**config.mk**
```make
export PLATFORM = sky130hd
export DESIGN_NAME = park_core
export DESIGN_NICKNAME = d
export VERILOG_FILES = /design/src/rtl/park_core.sv
export SDC_FILE = /design/constraint.sdc
export NUM_CORES = 1
export LEC_CHECK = 0
export CAP_MARGIN = 20
export CORE_MARGIN = 5
export CORE_UTILIZATION = 51
export DETAILED_ROUTE_END_ITERATION = 7
export PLACE_DENSITY = 0.73
export SYNTH_ARGS = -nofsm -noshare
export SYNTH_HDL_FRONTEND = slang
export SYNTH_SLANG_ARGS = --single-unit
export TNS_END_PERCENT = 100
```
**constraint.sdc**
```tcl
create_clock -name clk -period 15 [get_ports clk]
set_input_delay 3 -clock clk [delete_from_list [all_inputs] [get_ports clk]]
set_output_delay 3 -clock clk [all_outputs]
set_load 0.1 [all_outputs]
```
**src/rtl/park_core.sv**
```systemverilog
// Park / inverse-Park transform built on one shared DW x TW signed multiplier.
// Each transaction runs through four multiply steps, then rounds, shifts and saturates both results.
module park_core #(
    parameter int DW     = 16,
    parameter int TW     = 16,
    parameter int OSHIFT = 16,
    parameter int RND    = 1
) (
    input  logic                 rstn,
    input  logic                 clk,
    input  logic                 i_valid,
    output logic                 o_ready,
    input  logic                 i_mode,
    input  logic signed [DW-1:0] i_x,
    input  logic signed [DW-1:0] i_y,
    input  logic signed [TW-1:0] i_sin,
    input  logic signed [TW-1:0] i_cos,
    output logic                 o_en,
    output logic signed [DW-1:0] o_a,
    output logic signed [DW-1:0] o_b,
    output logic [1:0]           o_sat
);

    localparam int PW  = DW + TW;
    localparam int AW  = PW + 1;
    localparam int RSH = (OSHIFT > 0) ? OSHIFT - 1 : 0;

    localparam logic signed [AW-1:0] RND_C   = (RND != 0 && OSHIFT > 0) ? (AW'(1) << RSH) : '0;
    localparam logic signed [AW-1:0] SAT_MAX = {{(AW-DW+1){1'b0}}, {(DW-1){1'b1}}};
    localparam logic signed [AW-1:0] SAT_MIN = {{(AW-DW+1){1'b1}}, {(DW-1){1'b0}}};

    typedef enum logic [2:0] {
        S_IDLE = 3'd0,
        S_M0   = 3'd1,
        S_M1   = 3'd2,
        S_M2   = 3'd3,
        S_M3   = 3'd4
    } state_e;

    state_e                state_q, state_d;
    logic                  mode_q, mode_d;
    logic signed [DW-1:0]  x_q, x_d;
    logic signed [DW-1:0]  y_q, y_d;
    logic signed [TW-1:0]  sin_q, sin_d;
    logic signed [TW-1:0]  cos_q, cos_d;
    logic signed [AW-1:0]  acc0_q, acc0_d;
    logic signed [AW-1:0]  acc1_q, acc1_d;
    logic signed [DW-1:0]  o_a_q, o_a_d;
    logic signed [DW-1:0]  o_b_q, o_b_d;
    logic [1:0]            o_sat_q, o_sat_d;
    logic                  o_en_q, o_en_d;

    logic signed [DW-1:0]  mul_a;
    logic signed [TW-1:0]  mul_b;
    logic signed [PW-1:0]  prod;
    logic signed [AW-1:0]  prod_ext;
    logic signed [AW-1:0]  s1;
    logic signed [AW-1:0]  a_rnd, b_rnd;
    logic signed [AW-1:0]  a_sh, b_sh;

    function automatic logic sat_hit(input logic signed [AW-1:0] v);
        sat_hit = (v > SAT_MAX) || (v < SAT_MIN);
    endfunction

    function automatic logic signed [DW-1:0] sat_val(input logic signed [AW-1:0] v);
        if (v > SAT_MAX) begin
            sat_val = SAT_MAX[DW-1:0];
        end else if (v < SAT_MIN) begin
            sat_val = SAT_MIN[DW-1:0];
        end else begin
            sat_val = v[DW-1:0];
        end
    endfunction

    // Operand steering for the shared multiplier, one product per state.
    always_comb begin
        mul_a = x_q;
        mul_b = cos_q;
        case (state_q)
            S_M1: begin
                mul_a = y_q;
                mul_b = sin_q;
            end
            S_M2: begin
                mul_a = y_q;
                mul_b = cos_q;
            end
            S_M3: begin
                mul_a = x_q;
                mul_b = sin_q;
            end
            default: begin
                mul_a = x_q;
                mul_b = cos_q;
            end
        endcase
    end

    assign prod     = PW'(mul_a) * PW'(mul_b);
    assign prod_ext = AW'(prod);

    // Second result is finished combinationally in M3 and goes straight to rounding.
    assign s1    = mode_q ? (acc1_q + prod_ext) : (acc1_q - prod_ext);
    assign a_rnd = acc0_q + RND_C;
    assign b_rnd = s1 + RND_C;
    assign a_sh  = a_rnd >>> OSHIFT;
    assign b_sh  = b_rnd >>> OSHIFT;

    // Handshake: a transaction is taken on a rising clk edge where i_valid and o_ready are
    // both high; o_ready is a pure decode of the registered state (high only in IDLE).
    always_comb begin
        state_d = state_q;
        mode_d  = mode_q;
        x_d     = x_q;
        y_d     = y_q;
        sin_d   = sin_q;
        cos_d   = cos_q;
        acc0_d  = acc0_q;
        acc1_d  = acc1_q;
        o_a_d   = o_a_q;
        o_b_d   = o_b_q;
        o_sat_d = o_sat_q;
        o_en_d  = 1'b0;
        case (state_q)
            S_IDLE: begin
                if (i_valid) begin
                    mode_d  = i_mode;
                    x_d     = i_x;
                    y_d     = i_y;
                    sin_d   = i_sin;
                    cos_d   = i_cos;
                    acc0_d  = '0;
                    acc1_d  = '0;
                    state_d = S_M0;
                end
            end
            S_M0: begin
                acc0_d  = prod_ext;
                state_d = S_M1;
            end
            S_M1: begin
                acc0_d  = mode_q ? (acc0_q - prod_ext) : (acc0_q + prod_ext);
                state_d = S_M2;
            end
            S_M2: begin
                acc1_d  = prod_ext;
                state_d = S_M3;
            end
            S_M3: begin
                o_a_d   = sat_val(a_sh);
                o_b_d   = sat_val(b_sh);
                o_sat_d = {sat_hit(b_sh), sat_hit(a_sh)};
                o_en_d  = 1'b1;
                state_d = S_IDLE;
            end
            default: begin
                state_d = S_IDLE;
            end
        endcase
    end

    always_ff @(posedge clk or negedge rstn) begin
        if (!rstn) begin
            state_q <= S_IDLE;
            mode_q  <= 1'b0;
            x_q     <= '0;
            y_q     <= '0;
            sin_q   <= '0;
            cos_q   <= '0;
            acc0_q  <= '0;
            acc1_q  <= '0;
            o_a_q   <= '0;
            o_b_q   <= '0;
            o_sat_q <= '0;
            o_en_q  <= 1'b0;
        end else begin
            state_q <= state_d;
            mode_q  <= mode_d;
            x_q     <= x_d;
            y_q     <= y_d;
            sin_q   <= sin_d;
            cos_q   <= cos_d;
            acc0_q  <= acc0_d;
            acc1_q  <= acc1_d;
            o_a_q   <= o_a_d;
            o_b_q   <= o_b_d;
            o_sat_q <= o_sat_d;
            o_en_q  <= o_en_d;
        end
    end

    assign o_ready = (state_q == S_IDLE);
    assign o_en    = o_en_q;
    assign o_a     = o_a_q;
    assign o_b     = o_b_q;
    assign o_sat   = o_sat_q;

endmodule
```
[After elaboration in Yosys (flattened, before gate mapping)]
Index checks and enable logic that the tools add are counted.
Word-level totals
  word-level logic and storage cells: 52
  bits of input ports: 68
  output and inout bits: 36
  register bits after elaboration: 169
Cells by class
  magnitude comparators: 4
  equal/unequal tests: 5
  multiply operators: 1
  muxes and demuxes: 14
  add/subtract/negate cells: 6
  reductions and logical operators: 10
Operators by type and width (number)
  $mux 33: 3
  $pmux 33 s3: 1
  $mux 16: 6
  $add 33x17->33 const B: 2
  $add 33x32->33: 2
  $pmux 33 s2: 1
  $sub 33x32->33: 2
  $gt 17x16->1 const B: 2
  $lt 17x16->1 const B: 2
  $mul 16x16->32: 1
  $pmux 3 s4: 1
  $eq 3x2->1 const B: 2
  $reduce_and 2->1: 3
  $reduce_or 2->1: 2
  $eq 3x1->1 const B: 1
  $eq 3x3->1 const B: 1
  $logic_not 3->1: 1
  $mux 3: 1
  $reduce_bool 3->1: 1
  $logic_or 1x1->1: 2
  $ne 2x2->1 const B: 1
  $reduce_bool 2->1: 1
  $mux 1: 1

[Logic depth before layout (Yosys ltp)]
  word-level depth: 10
  depth in mapped cells: 48
  mapped depth without buffers: 42

[Least setup slack after synthesis]
OpenSTA, ideal clock, no wires.
  kind: register to register
  from: reg state_q[2]
  to: reg o_b_q[10] (netlist: o_b[10])
  setup time: 0.125 ns
  required time: 14.875 ns
  cell stages (with the launch flop): 46
  data arrival time: 11.422 ns
  buffers on the path: 4
  period minus slack after synthesis: 11.546 ns
  slack: 3.454 ns
  cells stage by stage: dfrtp_1 -> or3b_1 -> buf_2 -> clkinv_8 -> nor2_1 -> clkbuf_1 -> mux2i_1 -> clkbuf_1 -> nor2_1 -> fa_1 -> inv_1 -> fa_1 -> fa_1 -> inv_1 -> fa_1 -> fa_1 -> inv_1 -> fa_1 -> (+10 left out) -> nor3_1 -> nor2_1 -> xnor2_1 -> ha_1 -> inv_1 -> o21bai_1 -> a21o_1 -> mux2_2 -> a311oi_1 -> nand3_1 -> or4_1 -> or2_1 -> o31a_1 -> nor3_2 -> xnor2_2 -> buf_6 -> o21ai_0 -> o21ai_1
Between the ends
  longest elaborated chain between the ends: 10
  elaborated cells between the ends (all ways): 16
  classes of those cells: 3 x add/sub; 1 x mul; 2 x order compare; 3 x eq/ne; 5 x mux; 2 x reduce/logical
RTL lines
  start, declared: line 40  | state_e state_q, state_d;
  start signal, assigned: line 177  | state_q <= state_d;
  $eq 3x2->1 / $eq 3x3->1 (equally long branches): line 79, 124
  $reduce_or 2->1 (no line)
  $mux 16: line 79  | case (state_q)
  $mul 16x16->32: line 99  | assign prod = PW'(mul_a) * PW'(mul_b);
  $sub 33x32->33 / $add 33x32->33 (equally long branches): line 103  | assign s1 = mode_q ? (acc1_q + prod_ext) : (acc1_q - prod_ext);
  $mux 33: line 103
  $add 33x17->33: line 105  | assign b_rnd = s1 + RND_C;
  $lt 17x16->1: line 68  | end else if (v < SAT_MIN) begin
  $mux 16: line 68
  $mux 16: line 66  | if (v > SAT_MAX) begin
  end signal, assigned: line 173  | o_b_q <= '0;
  end signal, assigned: line 186  | o_b_q <= o_b_d;
  end, declared: line 49  | logic signed [DW-1:0] o_b_q, o_b_d;
Several ways; a longest one is shown, not always the timed one.
A chain may end at the register's enable or synchronous reset.

[Final worst setup path]
  from: reg state_q[0]
  to: reg o_b_q[1] (netlist: o_b[1])
The elaborated chain is that of the path after synthesis.

==> metrics.txt <==
status=finished clean; Post-synth EDFFs=0; pin count of the biggest net entering global routing=93; worst slew pin tran=1140 ps; type of the worst setup path=register to register; max-cap viol count=0; Setup Buffers After CTS=0; Hold Path Class=register to register; WP data arrival=13810 ps; Vias per Instance=5.78; ys flop type=dfrtp_1; clock skew=18.0 ps; CTS tree=yes; number of hold buffers added after CTS=0; initial core utilization=0.515; most frequent cells after synthesis=inv_1, fa_1, nand2_1; Period minus WS final=13410 ps; synth top area cells=fa_1, dfrtp_1, ha_1; Die H=216 um; slowest CP cell=xnor2_2; clk_lat worst skew=500 ps; ys async rst share=1.00; adder-cell area share of the yosys netlist=0.332; # setup viols final=0; mux share of post-synthesis cell area=0.0662; Final Hold Viols=0; ANT nets after route=0; die area=0.0466 mm^2; Synth Net Count=2887; H-tree level count=4; Ant. Diodes=0; CP max FO=28; gr usage total=0.256; setup TNS=0 ps; DR DRC count=0; nature of the critical path startpoint=register; NumNets Final=2951; CP peak stage delay=830 ps; DRT Pass-1 Iters=6; total number of vias=17.5k; Cell variety after synth=92; max-slew violations=0; Root Driver=clkbuf_16; Filler cells=3724; Yosys warning count=0; CTS Sinks=168; vias in the first global route=18.4k; die width=216 um; 1st-iter DRT viols=1220; Synth Instances=2408; RSZ-0062 raised after global routing=no; placed wire-length estimate=46400 um; fmax=74.6 MHz; core area=0.0419 mm^2; IO buf count=103; io pins=104; largest area contributor in the netlist=fa_1; Yosys top cell area share=0.244; first-pass GRT wire length=96300 um; DR WL/cell=19.1 um; clock buffer depth=2; layout cells sized above 1=0.0789; main combinational cell family by area after synthesis=adder cells; Seq/Total Area, Yosys=0.195; total CTS buffers=17; Rows=75; Post-Synth Simple-Gate Area=0.144; period utilisation layout=0.894; most frequent CP cell=fa_1; data required time of the worst path=15410 ps; GRT Residual Overflow=0; initial antenna violation count=0; crit end category=register; post-synthesis register bit count=168; Slew headroom=0.216; routed wire length=57800 um; P&R area growth vs syn=10.1%; mapped cell area=0.0216 mm^2; clock slew at reported path FFs=80 ps; compound-gate portion of the synthesized area=0.131; post-CTS resize count=0; most numerous cell in the Yosys netlist=inv_1; average size of a mapped cell=8.97 um^2; Synth Area in XOR/XNOR=0.0512; GP Congestion=0.981
critical path: cells and delay by family (launching register included):
family / cells / cell delay, ps
compound gates: 7 / 1570
xor+xnor: 3 / 1380
fa+ha+maj: 8 / 3810
buf+inv: 7 / 980
flops: 1 / 530
mux: 2 / 1120
simple gates: 13 / 3910
per-layer routing:
| layer | vias to the layer above | global-route usage | share of wire |
|---|---|---|---|
| met5 | - | 0 | 0 |
| met4 | 0 | 0.0873 | 0.031 |
| met1 | 8701 | 0.331 | 0.43 |
| li1 | 8126 | - | - |
| met3 | 112 | 0.0457 | 0.055 |
| met2 | 548 | 0.436 | 0.49 |
metrics by stage:
| stage | setup slack (ps) | utilization | hold slack [ps] | instances | instance area, um^2 |
|---|---|---|---|---|---|
| 6_report | 1590 | 0.567 | 486 | 3024 | 23800 |
| 5_1_grt | 513 | 0.567 | 522 | 3024 | 23800 |
| 4_1_cts | 1640 | 0.567 | 492 | 3023 | 23800 |
| 3_5_place_dp | 1640 | 0.552 | 474 | 2991 | 23100 |
| 3_3_place_gp | 2000 | 0.551 | 466 | 2989 | 23100 |
| 2_1_floorplan | 3450 | - | 456 | 2408 | 21600 |
cells in the final DEF (no fill, tap or decap), types with 19 or more instances in the layout:
cell	netlist	final
a21o_1	30	30
a21oi_1	97	97
buf_4	1	26
clkdlybuf4s50_1	0	102
dfrtp_1	168	168
fa_1	263	263
ha_1	148	148
inv_1	356	356
mux2_2	89	89
mux2i_1	35	35
nand2_1	251	250
nand3_1	65	65
nor2_1	217	216
nor3_1	25	25
o21a_1	19	19
o21ai_0	113	113
o21ai_1	19	19
xnor2_1	64	64
xor2_1	56	56
worst paths after layout:
| check | depth (start not counted) | from | slack (ps) | end |
|---|---|---|---|---|
| max | 40 | state_q[0]$_DFFE_PN0P_ | 1590 | o_b[1]$_DFFE_PN0P_ |
| min | 2 | o_a[7]$_DFFE_PN0P_ | 490 | o_a[7]$_DFFE_PN0P_ |
| min in group asynchronous | 1 | rstn | 2570 | acc0_q[4]$_DFFE_PN0P_ |
| min reg2reg | 2 | o_a[7]$_DFFE_PN0P_ | 490 | o_a[7]$_DFFE_PN0P_ |
| max in group asynchronous | 2 | rstn | 10910 | x_q[0]$_DFFE_PN0P_ |
| max reg2reg | 40 | state_q[0]$_DFFE_PN0P_ | 1590 | o_b[1]$_DFFE_PN0P_ |
area by class of cell:
type / instances / area [um^2] / area share
timing repair buffer: 129 / 1230 / 0.0516
multi-input combinational: 1797 / 15700 / 0.660
clock buffer: 17 / 425 / 0.0179
clock inverter: 15 / 204 / 0.00858
tap: 539 / 674 / 0.0284
sequential: 168 / 4200 / 0.177
inverter: 359 / 1360 / 0.0572
flip-flops by register name, indices dropped and copies added (netlist names):
name     cells
sin_q       16
mode_q       1
state_q      3
o_a         16
o_sat        2
x_q         16
cos_q       16
y_q         16
acc1_q      32
o_b         16
o_en         1
acc0_q      33
cell families (layout without fill, tap and decap cells):
group	Yosys count	in the layout
fa+ha+maj	417	417
buf+inv	443	520
flops	168	168
xor+xnor	123	123
mux	131	131
compound gates	435	435
simple gates	691	691
Power is left out: the tool's default activity adds up to more than one toggle a clock period on the data nets, which glitch-free logic cannot reach.
